<file path="src/rtl/arm_mem_pkg.sv">
// arm_mem_pkg: shared state encoding, defaults and address mapping for the SRAM controller.
package arm_mem_pkg;
  typedef enum logic [2:0] {IDLE, LOW, HIGH, WAIT, DONE} state_t;
  localparam int WAIT_CYCLES_DEF = 2;
  localparam logic [31:0] BASE_ADDR_DEF = 32'd1024;
  // Only bits [18:0] of the offset matter, so the subtraction is done at that width.
  function automatic logic [16:0] word_addr(input logic [18:0] a, input logic [18:0] base);
    return 17'((a - base) >> 2);
  endfunction
endpackage

</file>
<file path="src/rtl/sram_controller_if.sv">
// sram_controller_if: CPU MEM-stage request bus plus the split SRAM pin bus.
interface sram_controller_if;
  logic wr_en, rd_en, ready;
  logic [31:0] address, writeData, readData;
  logic [17:0] SRAM_ADDR;
  logic [15:0] SRAM_DQ_out, SRAM_DQ_in;
  logic SRAM_DQ_oe, SRAM_WE_N, SRAM_OE_N, SRAM_CE_N, SRAM_UB_N, SRAM_LB_N;
  modport master (
    output wr_en, rd_en, address, writeData, SRAM_DQ_in,
    input ready, readData, SRAM_ADDR, SRAM_DQ_out, SRAM_DQ_oe,
    input SRAM_WE_N, SRAM_OE_N, SRAM_CE_N, SRAM_UB_N, SRAM_LB_N
  );
  modport slave (
    input wr_en, rd_en, address, writeData, SRAM_DQ_in,
    output ready, readData, SRAM_ADDR, SRAM_DQ_out, SRAM_DQ_oe,
    output SRAM_WE_N, SRAM_OE_N, SRAM_CE_N, SRAM_UB_N, SRAM_LB_N
  );
endinterface

</file>
<file path="src/rtl/wait_counter.sv">
// wait_counter: 4-bit loadable down-counter timing the SRAM settle period.
module wait_counter (
  input  logic       clk,
  input  logic       rst,
  input  logic       load,
  input  logic       dec,
  input  logic [3:0] load_val,
  output logic       zero
);
  logic [3:0] count;
  always_ff @(posedge clk or negedge rst)
    if (!rst) count <= '0;
    else if (load) count <= load_val;
    else if (dec && !zero) count <= count - 4'd1;
  assign zero = count == '0;
endmodule

</file>
<file path="src/rtl/sram_controller.sv">
// sram_controller: 32-bit CPU loads/stores as two 16-bit SRAM accesses plus a settle wait.
module sram_controller
  import arm_mem_pkg::*;
#(
  parameter int          WAIT_CYCLES = WAIT_CYCLES_DEF,
  parameter logic [31:0] BASE_ADDR   = BASE_ADDR_DEF
) (
  input logic clk,
  input logic rst,
  sram_controller_if.slave bus
);
  state_t state, state_nx;
  logic op_wr, req, zero, active;
  logic [16:0] wa, wa_in;
  logic [31:0] data;
  assign req = bus.wr_en | bus.rd_en;
  assign wa_in = word_addr(bus.address[18:0], BASE_ADDR[18:0]);
  assign active = state == LOW || state == HIGH;
  always_ff @(posedge clk or negedge rst)
    if (!rst) state <= IDLE;
    else state <= state_nx;
  always_comb begin
    state_nx = IDLE;
    state_nx = state == IDLE ? (req ? LOW : IDLE) :
               state == LOW  ? HIGH :
               state == HIGH ? WAIT :
               state == WAIT ? (zero ? DONE : WAIT) : IDLE;
  end
  // A simultaneous read and write request resolves to a write.
  always_ff @(posedge clk or negedge rst)
    if (!rst) begin
      op_wr <= 1'b0;
      wa <= '0;
      data <= '0;
      bus.readData <= '0;
      bus.SRAM_ADDR <= '0;
    end else begin
      if (state == IDLE && req) begin
        op_wr <= bus.wr_en;
        wa <= wa_in;
        data <= bus.writeData;
        bus.SRAM_ADDR <= {wa_in, 1'b0};
      end
      if (state == LOW) bus.SRAM_ADDR <= {wa, 1'b1};
      if (state == LOW && !op_wr) bus.readData[15:0] <= bus.SRAM_DQ_in;
      if (state == HIGH && !op_wr) bus.readData[31:16] <= bus.SRAM_DQ_in;
    end
  wait_counter u_wait (
    .clk(clk),
    .rst(rst),
    .load(state == HIGH),
    .dec(state == WAIT),
    .load_val(4'(WAIT_CYCLES - 1)),
    .zero(zero)
  );
  assign bus.ready = state == DONE || (state == IDLE && !req);
  assign bus.SRAM_WE_N = !(active && op_wr);
  assign bus.SRAM_OE_N = !(active && !op_wr);
  assign bus.SRAM_DQ_oe = active && op_wr;
  assign bus.SRAM_DQ_out = state == HIGH ? data[31:16] : data[15:0];
  assign bus.SRAM_CE_N = 1'b0;
  assign bus.SRAM_UB_N = 1'b0;
  assign bus.SRAM_LB_N = 1'b0;
endmodule

</file>
<file path="src/flat_wrapper.sv">
// flat-port wrapper written by rule: the top's interface ports become plain ports
module sram_controller_flat import arm_mem_pkg::*;
#(
  parameter int          WAIT_CYCLES = WAIT_CYCLES_DEF,
  parameter logic [31:0] BASE_ADDR   = BASE_ADDR_DEF
)
  (clk, rst, bus_wr_en, bus_rd_en, bus_address, bus_writeData, bus_SRAM_DQ_in, bus_ready, bus_readData, bus_SRAM_ADDR, bus_SRAM_DQ_out, bus_SRAM_DQ_oe, bus_SRAM_WE_N, bus_SRAM_OE_N, bus_SRAM_CE_N, bus_SRAM_UB_N, bus_SRAM_LB_N);
  sram_controller_if bus_i ();
  input logic clk;
  input logic rst;
  input wire logic [$bits(bus_i.wr_en)-1:0] bus_wr_en;
  input wire logic [$bits(bus_i.rd_en)-1:0] bus_rd_en;
  input wire logic [$bits(bus_i.address)-1:0] bus_address;
  input wire logic [$bits(bus_i.writeData)-1:0] bus_writeData;
  input wire logic [$bits(bus_i.SRAM_DQ_in)-1:0] bus_SRAM_DQ_in;
  output wire logic [$bits(bus_i.ready)-1:0] bus_ready;
  output wire logic [$bits(bus_i.readData)-1:0] bus_readData;
  output wire logic [$bits(bus_i.SRAM_ADDR)-1:0] bus_SRAM_ADDR;
  output wire logic [$bits(bus_i.SRAM_DQ_out)-1:0] bus_SRAM_DQ_out;
  output wire logic [$bits(bus_i.SRAM_DQ_oe)-1:0] bus_SRAM_DQ_oe;
  output wire logic [$bits(bus_i.SRAM_WE_N)-1:0] bus_SRAM_WE_N;
  output wire logic [$bits(bus_i.SRAM_OE_N)-1:0] bus_SRAM_OE_N;
  output wire logic [$bits(bus_i.SRAM_CE_N)-1:0] bus_SRAM_CE_N;
  output wire logic [$bits(bus_i.SRAM_UB_N)-1:0] bus_SRAM_UB_N;
  output wire logic [$bits(bus_i.SRAM_LB_N)-1:0] bus_SRAM_LB_N;
  assign bus_i.wr_en = bus_wr_en;
  assign bus_i.rd_en = bus_rd_en;
  assign bus_i.address = bus_address;
  assign bus_i.writeData = bus_writeData;
  assign bus_i.SRAM_DQ_in = bus_SRAM_DQ_in;
  assign bus_ready = bus_i.ready;
  assign bus_readData = bus_i.readData;
  assign bus_SRAM_ADDR = bus_i.SRAM_ADDR;
  assign bus_SRAM_DQ_out = bus_i.SRAM_DQ_out;
  assign bus_SRAM_DQ_oe = bus_i.SRAM_DQ_oe;
  assign bus_SRAM_WE_N = bus_i.SRAM_WE_N;
  assign bus_SRAM_OE_N = bus_i.SRAM_OE_N;
  assign bus_SRAM_CE_N = bus_i.SRAM_CE_N;
  assign bus_SRAM_UB_N = bus_i.SRAM_UB_N;
  assign bus_SRAM_LB_N = bus_i.SRAM_LB_N;
  sram_controller #(.WAIT_CYCLES(WAIT_CYCLES), .BASE_ADDR(BASE_ADDR)) u_core (.clk(clk), .rst(rst), .bus(bus_i));
endmodule
</file>
<file path="config.mk">
export PLATFORM = sky130hd
export DESIGN_NAME = sram_controller_flat
export DESIGN_NICKNAME = d
export VERILOG_FILES = /design/src/rtl/arm_mem_pkg.sv /design/src/rtl/sram_controller_if.sv /design/src/rtl/wait_counter.sv /design/src/rtl/sram_controller.sv /design/src/flat_wrapper.sv
export SDC_FILE = /design/constraint.sdc
export NUM_CORES = 1
export LEC_CHECK = 0
export ABC_AREA = 1
export CORE_MARGIN = 4
export CORE_UTILIZATION = 42
export DETAILED_ROUTE_END_ITERATION = 10
export GPL_TIMING_DRIVEN = 0
export PLACE_DENSITY = 0.85
export SLEW_MARGIN = 20
export SYNTH_ARGS = -nofsm -noshare
export SYNTH_HDL_FRONTEND = slang
export SYNTH_SLANG_ARGS = --single-unit
</file>
<file path="constraint.sdc">
create_clock -name clk -period 1.7 [get_ports clk]
set_input_delay 0.17 -clock clk [delete_from_list [all_inputs] [get_ports clk]]
set_output_delay 0.17 -clock clk [all_outputs]
set_load 0.01 [all_outputs]
</file>
* After elaboration in Yosys (flattened, before gate mapping) *
Cells that the tools add are included.

operators by class
  eq/ne operators = 4
  add/sub/neg operators = 2
  mux-type cells = 11
  reductions and logical operators = 18
  bitwise operators = 1

operators by type and width
  operator                                                                count
  18-bit two-way mux                                                      2
  19-bit by 11-bit subtractor with 19-bit output (second input constant)  1
  16-bit two-way mux                                                      1
  3-bit two-way mux                                                       5
  4-bit two-way mux                                                       2
  1-bit logical AND                                                       7
  3-bit by 2-bit == test with 1-bit output (second input constant)        2
  1-bit logical NOT                                                       5
  4-bit logical NOT                                                       1
  2-bit nonzero test                                                      2
  4-bit by 1-bit subtractor with 4-bit output (second input constant)     1
  3-bit by 1-bit == test with 1-bit output (second input constant)        1
  3-bit == test (second input constant)                                   1
  3-bit logical NOT                                                       1
  1-bit logical OR                                                        2
  1-bit two-way mux                                                       1
  1-bit bitwise OR                                                        1

storage, ports and cells
  bits in registers = 107
  input bits = 84

* Depth between registers and ports, before layout *
Gate-level depths: netlist of the first run.

  depth in word-level cells = 6
  mapped depth = 8

* By module *
A second synthesis of the first run with hierarchy kept.

unflattened totals
  cell total of the unflattened synthesis = 586
  area total of the unflattened synthesis = 4,752.1 um^2

by module, submodules not included
  module           cells an instance  area each (um^2)  instances
  sram_controller  540                4,456.8           1
  wait_counter     46                 295.3             1

* Least setup slack after synthesis of the first run *
OpenSTA, ideal clock, no wires.

  kind = reg-to-output
  start = reg u_core.state[2]
  end = out bus_SRAM_WE_N
  arrival = 1.098 ns
  path buffers = 1
  data required time = 1.530 ns
  stages on the path, launching flop included = 6
  path slack = 0.432 ns
  cell sequence = dfrtp_1 -> nor2_4 -> nand2_2 -> buf_2 -> a21oi_2 -> inv_1

on the way
  cells in the longest elaborated chain, start to end = 4
  elaborated cells on any way between the ends = 5

ends and longest elaborated chain
  element                                                                                                      line                   text
  start: declaration                                                                                           sram_controller.sv:12  state_t state, state_nx;
  start signal: assignment                                                                                     sram_controller.sv:21  else state <= state_nx;
  3-bit by 1-bit == test with 1-bit output / 3-bit by 2-bit == test with 1-bit output (equally long branches)  sram_controller.sv:18  assign active = state == LOW || state == HIGH;
  1-bit logical OR (*)                                                                                         sram_controller.sv:18
  1-bit logical AND (*)                                                                                        --
  via bus_SRAM_DQ_oe                                                                                           flat_wrapper.sv:20     output wire logic [$bits(bus_i.SRAM_DQ_oe)-1:0] bus_SRAM_DQ_oe;
  1-bit logical NOT (*)                                                                                        sram_controller.sv:57  assign bus.SRAM_WE_N = !(active && op_wr);
  end: declaration                                                                                             flat_wrapper.sv:21     output wire logic [$bits(bus_i.SRAM_WE_N)-1:0] bus_SRAM_WE_N;

Mark *: on every way through the listed nets, which the timed path passes. The rest lies on a longest branch.

* Worst setup path after layout of the first run *
  start = reg u_core.state[2]
  end = out bus_SRAM_WE_N

on the way
  cells in the longest elaborated chain, start to end = 4
  elaborated cells on any way between the ends = 5

ends and longest elaborated chain
  element                                                                                                      line
  3-bit by 1-bit == test with 1-bit output / 3-bit by 2-bit == test with 1-bit output (equally long branches)  sram_controller.sv:18
  1-bit logical OR (*)                                                                                         sram_controller.sv:18
  1-bit logical AND (*)                                                                                        sram_controller.sv:57
  1-bit logical NOT (*)                                                                                        sram_controller.sv:57

Mark *: on every way between the ends. The rest lies on a longest branch, timed or not.

==> metrics.yaml, run 1 <==
global_route:
  grtUsageTotal_pct: 19.5
  overflow: 0
  grt_max_degree: 68
  antenna_found_initial: 0
  grt_pass1_vias: 4228
  grt_pass1_wl_mm: 20.5
worst_setup_path:
  cp_data_required_time_ns: 1.53
  r2r_start: "u_core.state[2]"
  crit_fanout: 9
  worstPathArrival_ns: 1.67
  startpoint: "u_core.state[2]"
  end_kind: "output port"
  reg2reg_depth: 10
  ff2ff_setup_slack_ns: 0.06
  r2r_end: "u_core.bus.readData[7]"
  setup.worst_path.class: "flip-flop to output port"
  critPathLaunchType: "flip-flop"
  endpoint: "bus_SRAM_WE_N"
finish:
  design_area_um2: 6660
  fin_util_pct: 61.2
  diodes: 0
  layout_common_cells: "nand2_1, clkdlybuf4s50_1, dfrtp_1"
  drive_gt1_share_pct: 15.6
  layout_commonest_cell: "nand2_1"
  fin_nets: 822
  multi_input_area_um2: 1760
  fin_cells: 879
  area_delta_synth_final_pct: 41.5
  seq_area_um2: 2680
  nFillCells: 914
synth:
  synth-seq-cells: 107
  ys_seq_area_share_pct: 56.8
  synthCells: 568
  ys_warn_count: 0
  ys_types: 26
  syn_area_per_cell_um2: 8.29
  synth_area_um2: 4710
sta:
  min_period_ns: 1.84
  fin_crit_sh_pct: 108
  hold_violations: 0
  rsz0062_at_grt: "true"
  max_freq_ghz: 0.542
  clock_skew_ns: 0.0154
  maxSlewViolCount: 0
  fin_setup_tns_ns: -1.50
  setup_viol: 19
  postLayoutSetupSlackWorst_ns: -0.144
  hold_ws_ns: 0.283
cts:
  cts_tree: "built"
  cts_max_path_buffers: 2
  cts.clk_slew.worst_paths_ns: 0.10
  cts_sinks: 107
  htreeDepth: 3
  cts_made_buffers: 9
  clockRootBuffer: "clkbuf_8"
  worstSkewPairLatency_ns: 0.36
route:
  postRouteWirelength_mm: 12.6
  ant_nets: 0
  dr.pass1.iters: 4
  wl_per_cell_um: 14.3
  viasPerCell: 4.81
  vias: 4227
  drc_errors: 0
  drtIter0Drc: 251
die:
  floorplan.initialDensity_pct: 43.3
  io_pins: 157
  core_area_um2: 10900
  num_rows: 38
  fp.dieH_um: 114
  dieArea_um2: 13000
  fp.dieW_um: 114
placed_design:
  place_ws_ns: -0.213
  gp_routability_congestion: 0.886
  dp.cells: 849
  port_buffers: 138
  hpwlAfterDp_mm: 9.23
  place_area_um2: 6300
power_and_ir_drop:
  ir_drop_v: 0.000942
  leakagePower_nw: 3.46
  power.density_nw_per_um2: 1890
  total_power_mw: 12.6
status:
  violations: "negative setup slack"
  outcome: "finished with violations"
worst_hold_path:
  hp-class: "input pin to asynchronous set/reset pin"
run:
  max_cap_viol_count: 0
[routing by layer]
metal	vias up	part of all wire, %	global-route usage, %
met2	138	49	32.9
met5	-	0	0
met3	10	5.9	3.45
met1	2022	44	25.8
met4	0	0.79	5.78
li1	2057	-	-
[synthesized netlist by cell type, drive strengths merged]
cell type / instances / share of area, %
a21oi: 2 / 0.53
nor3: 1 / 0.11
nor4: 1 / 0.13
buf: 24 / 3.4
nand3b: 1 / 0.16
xor2: 2 / 0.37
nand3: 27 / 2.9
ha: 2 / 0.53
conb: 1 / 0.080
dfrtp: 107 / 57
nand2: 287 / 23
nor2: 28 / 2.7
inv: 46 / 3.7
or2: 1 / 0.13
o21ai: 38 / 5.3
[how the worst min path moves through the flow]
stage,startpoint,endpoint,slack [ns],depth (start not counted)
2_1_floorplan,rst,u_core.bus.SRAM_ADDR[0],-0.13,0
3_3_place_gp,u_core.data[17],u_core.data[17],0.45,2
3_5_place_dp,rst,u_core.bus.readData[16],0.11,1
4_1_cts,rst,u_core.bus.SRAM_ADDR[15],0.30,2
5_1_grt,rst,u_core.bus.SRAM_ADDR[15],0.31,2
6_report,rst,u_core.bus.SRAM_ADDR[15],0.28,2
[state kept, by name (all words and copies together) (netlist names)]
| name | flops |
|---|---|
| u_core.data | 32 |
| u_core.wa | 17 |
| u_core.bus.readData | 32 |
| u_core.u_wait.count | 4 |
| u_core.state | 3 |
| u_core.bus.SRAM_ADDR | 18 |
| u_core.op_wr | 1 |
[area by class of cell]
cell class	instances	share of cell area [%]
Clock buffer	11	2.12
Buffer	24	2.80
Clock inverter	3	0.601
Sequential cell	107	40.2
Inverter	46	2.74
Timing Repair Buffer	155	22.5
Tap cell	140	2.63
Multi-Input combinational cell	393	26.4
[cells by family (layout without fill, tap and decap cells)]
| family | after synthesis | after routing | synth area share, % |
|---|---|---|---|
| AOI/OAI and AO/OA | 40 | 40 | 5.84 |
| buffers and inverters | 70 | 239 | 7.09 |
| xor gates and xnor gates | 2 | 2 | 0.372 |
| adders and majority gates | 2 | 2 | 0.531 |
| DFF | 107 | 107 | 56.8 |
| other | 1 | 3 | 0.0796 |
| and+or+nand+nor | 346 | 346 | 29.2 |
[worst max-delay path, cell delays in order (launching register included)]
cell and delay (ns):
dfrtp_2 0.44, buf_6 0.12, nor2_4 0.13, nand2_4 0.09, buf_8 0.15, a21oi_4 0.17, inv_1 0.06, buf_2 0.14
[report_power, final]
group / switching, mW / total (mW) / internal [mW]
logic: 3.50 / 6.60 / 3.10
clock network: 0.812 / 1.51 / 0.703
registers: 0.716 / 4.50 / 3.79
[repair_timing]
action,in CTS,in global routing
endpoints found under the setup margin,20,26
pin swaps,3,7
gates resized for setup,95,24
hold buffers,1,0
setup buffers,14,1
hold endpoints to repair,40,0
Note: power is estimated with default switching activity, not from simulation.
==> run 2, diff against run 1 <==
Settings changed: CORE_UTILIZATION 42 to 30, PLACE_DENSITY 0.85 to 0.67.
==> run 2 against run 1 <==
Effect of this change: register-to-register slack improved by 0.11 ns; non-clock buffer count fell by 2; die area rose by 37%; the flow now finishes without violations; largest cell class unchanged.
==> metrics.yaml, run 2 (synthesis results as in run 1) <==
status:
  outcome: "finished clean"
sta:
  max_freq_ghz: 0.598
  postLayoutSetupSlackWorst_ns: 0.0281
  hold_violations: 0
  min_period_ns: 1.67
  hold_ws_ns: 0.277
  setup_viol: 0
  rsz0062_at_grt: "true"
  fin_crit_sh_pct: 98.3
  maxSlewViolCount: 0
  clock_skew_ns: 0.00652
  fin_setup_tns_ns: 0
worst_setup_path:
  cp_slowest_cell: "dfrtp_2"
  critPathBufInv: 3
  startpoint: "u_core.state[2]"
  end_kind: "output port"
  worstPathArrival_ns: 1.50
  setup.worst_path.class: "flip-flop to output port"
  cp_data_required_time_ns: 1.53
  r2r_start: "u_core.state[0]"
  critPathLaunchType: "flip-flop"
  crit_path_max_incr_delay_ns: 0.44
  crit_fanout: 8
  cp_cell_sequence: "nor2_4, nand2_4, buf_8, buf_6, nand2_2, nand2_2, buf_6"
  crit_family: "flip-flops"
finish:
  nFillCells: 1506
  layout_common_cells: "nand2_1, clkdlybuf4s50_1, dfrtp_1"
  layout_commonest_cell: "nand2_1"
  fin_util_pct: 45.5
  fin_nets: 820
  diodes: 0
  reg.largest.list: "u_core.bus.readData x32, u_core.data x32, u_core.bus.SRAM_ADDR x18"
  drive_gt1_share_pct: 17.3
  design_area_um2: 6970
  fin_cells: 949
  area_delta_synth_final_pct: 47.9
die:
  fp.dieW_um: 133
  dieArea_um2: 17800
  core_area_um2: 15300
  io_pins: 157
  fp.dieH_um: 133
  num_rows: 45
  floorplan.initialDensity_pct: 30.8
global_route:
  antenna_found_initial: 0
  grt_pass1_vias: 4062
  overflow: 0
  grt_pass1_wl_mm: 20.6
  grtUsageTotal_pct: 14.4
  grt_max_degree: 71
cts:
  cts_sinks: 107
  cts_max_path_buffers: 2
  htreeDepth: 3
  clockRootBuffer: "clkbuf_16"
  worstSkewPairLatency_ns: 0.35
  cts.clk_slew.worst_paths_ns: 0.07
  cts_tree: "built"
  cts_made_buffers: 9
placed_design:
  port_buffers: 138
  gp_routability_congestion: 0.792
  dp.cells: 920
  place_area_um2: 6390
  place_ws_ns: -0.250
  hpwlAfterDp_mm: 8.66
route:
  wl_per_cell_um: 13.0
  ant_nets: 0
  top_layer_used: "met4"
  route.met3.wl_mm: 1.04
  drc_errors: 0
  postRouteWirelength_mm: 12.3
  viasPerCell: 4.20
  drtIter0Drc: 185
  route.layer.met1.wl_mm: 5.82
  vias: 3986
  wl_met2_mm: 5.28
  dr.pass1.iters: 4
power_and_ir_drop:
  power.density_nw_per_um2: 1940
  sequentialPowerShare_pct: 33.0
  p_sw_mw: 5.15
  switching_share_pct: 38.1
  intPower_mw: 8.38
  combPwrFrac_pct: 50.4
  clock_power_share_pct: 16.6
  ir_drop_v: 0.000965
  leakagePower_nw: 3.55
  total_power_mw: 13.5
worst_hold_path:
  hp-class: "input pin to asynchronous set/reset pin"
run:
  max_cap_viol_count: 0
## run 2: what timing repair did
action | 4_1_cts | 5_1_grt
pin swaps | 5 | 12
setup buffers | 10 | 2
endpoints found under the hold margin | 37 | 0
hold buffers | 1 | 0
setup endpoints to repair | 20 | 19
cloned | 0 | 1
resized for setup | 95 | 44
## run 2: layout make-up
type | instances | area [um2] | share of cell area, %
tap | 211 | 264 | 3.79
clock inverter | 6 | 88.8 | 1.28
clock buffer | 9 | 225 | 3.23
sequential | 107 | 2680 | 38.5
inverter | 46 | 180 | 2.59
timing repair buffer | 153 | 1540 | 22.1
multi-input combinational | 393 | 1800 | 25.9
buffer | 24 | 185 | 2.66
## run 2: final timing paths
| check | end | slack [ns] | depth (start not counted) |
|---|---|---|---|
| min in group clk | u_core.data[24] | 0.35 | 3 |
| max reg2reg | u_core.wa[13] | 0.17 | 7 |
| max in group asynchronous | u_core.state[2] | 0.75 | 3 |
| max | bus_SRAM_DQ_out[5] | 0.03 | 7 |
| min | u_core.data[23] | 0.28 | 2 |
| min reg2reg | u_core.data[3] | 0.47 | 2 |
## run 2: routing by layer
layer	vias up	GRT usage, %
li1	2058	-
met1	1789	19.3
met2	128	22.0
met3	11	5.17
met4	0	4.34
met5	-	0
## run 2: power groups by stage
stage | sequential [mW] | combinational [mW] | clock, mW
floorplan | 4.65 | 3.09 | 0
global placement | 4.44 | 6.19 | 0
detailed placement | 4.47 | 6.26 | 0
CTS | 4.43 | 6.36 | 2.33
global route | 4.63 | 7.66 | 2.42
finish | 4.46 | 6.82 | 2.25
## run 2: worst register-to-register path: cells and delay by family (launching register included)
kind	cells	cell delay, ns
buffers and inverters	2	0.43
and+or+nand+nor	5	0.62
DFF	1	0.41
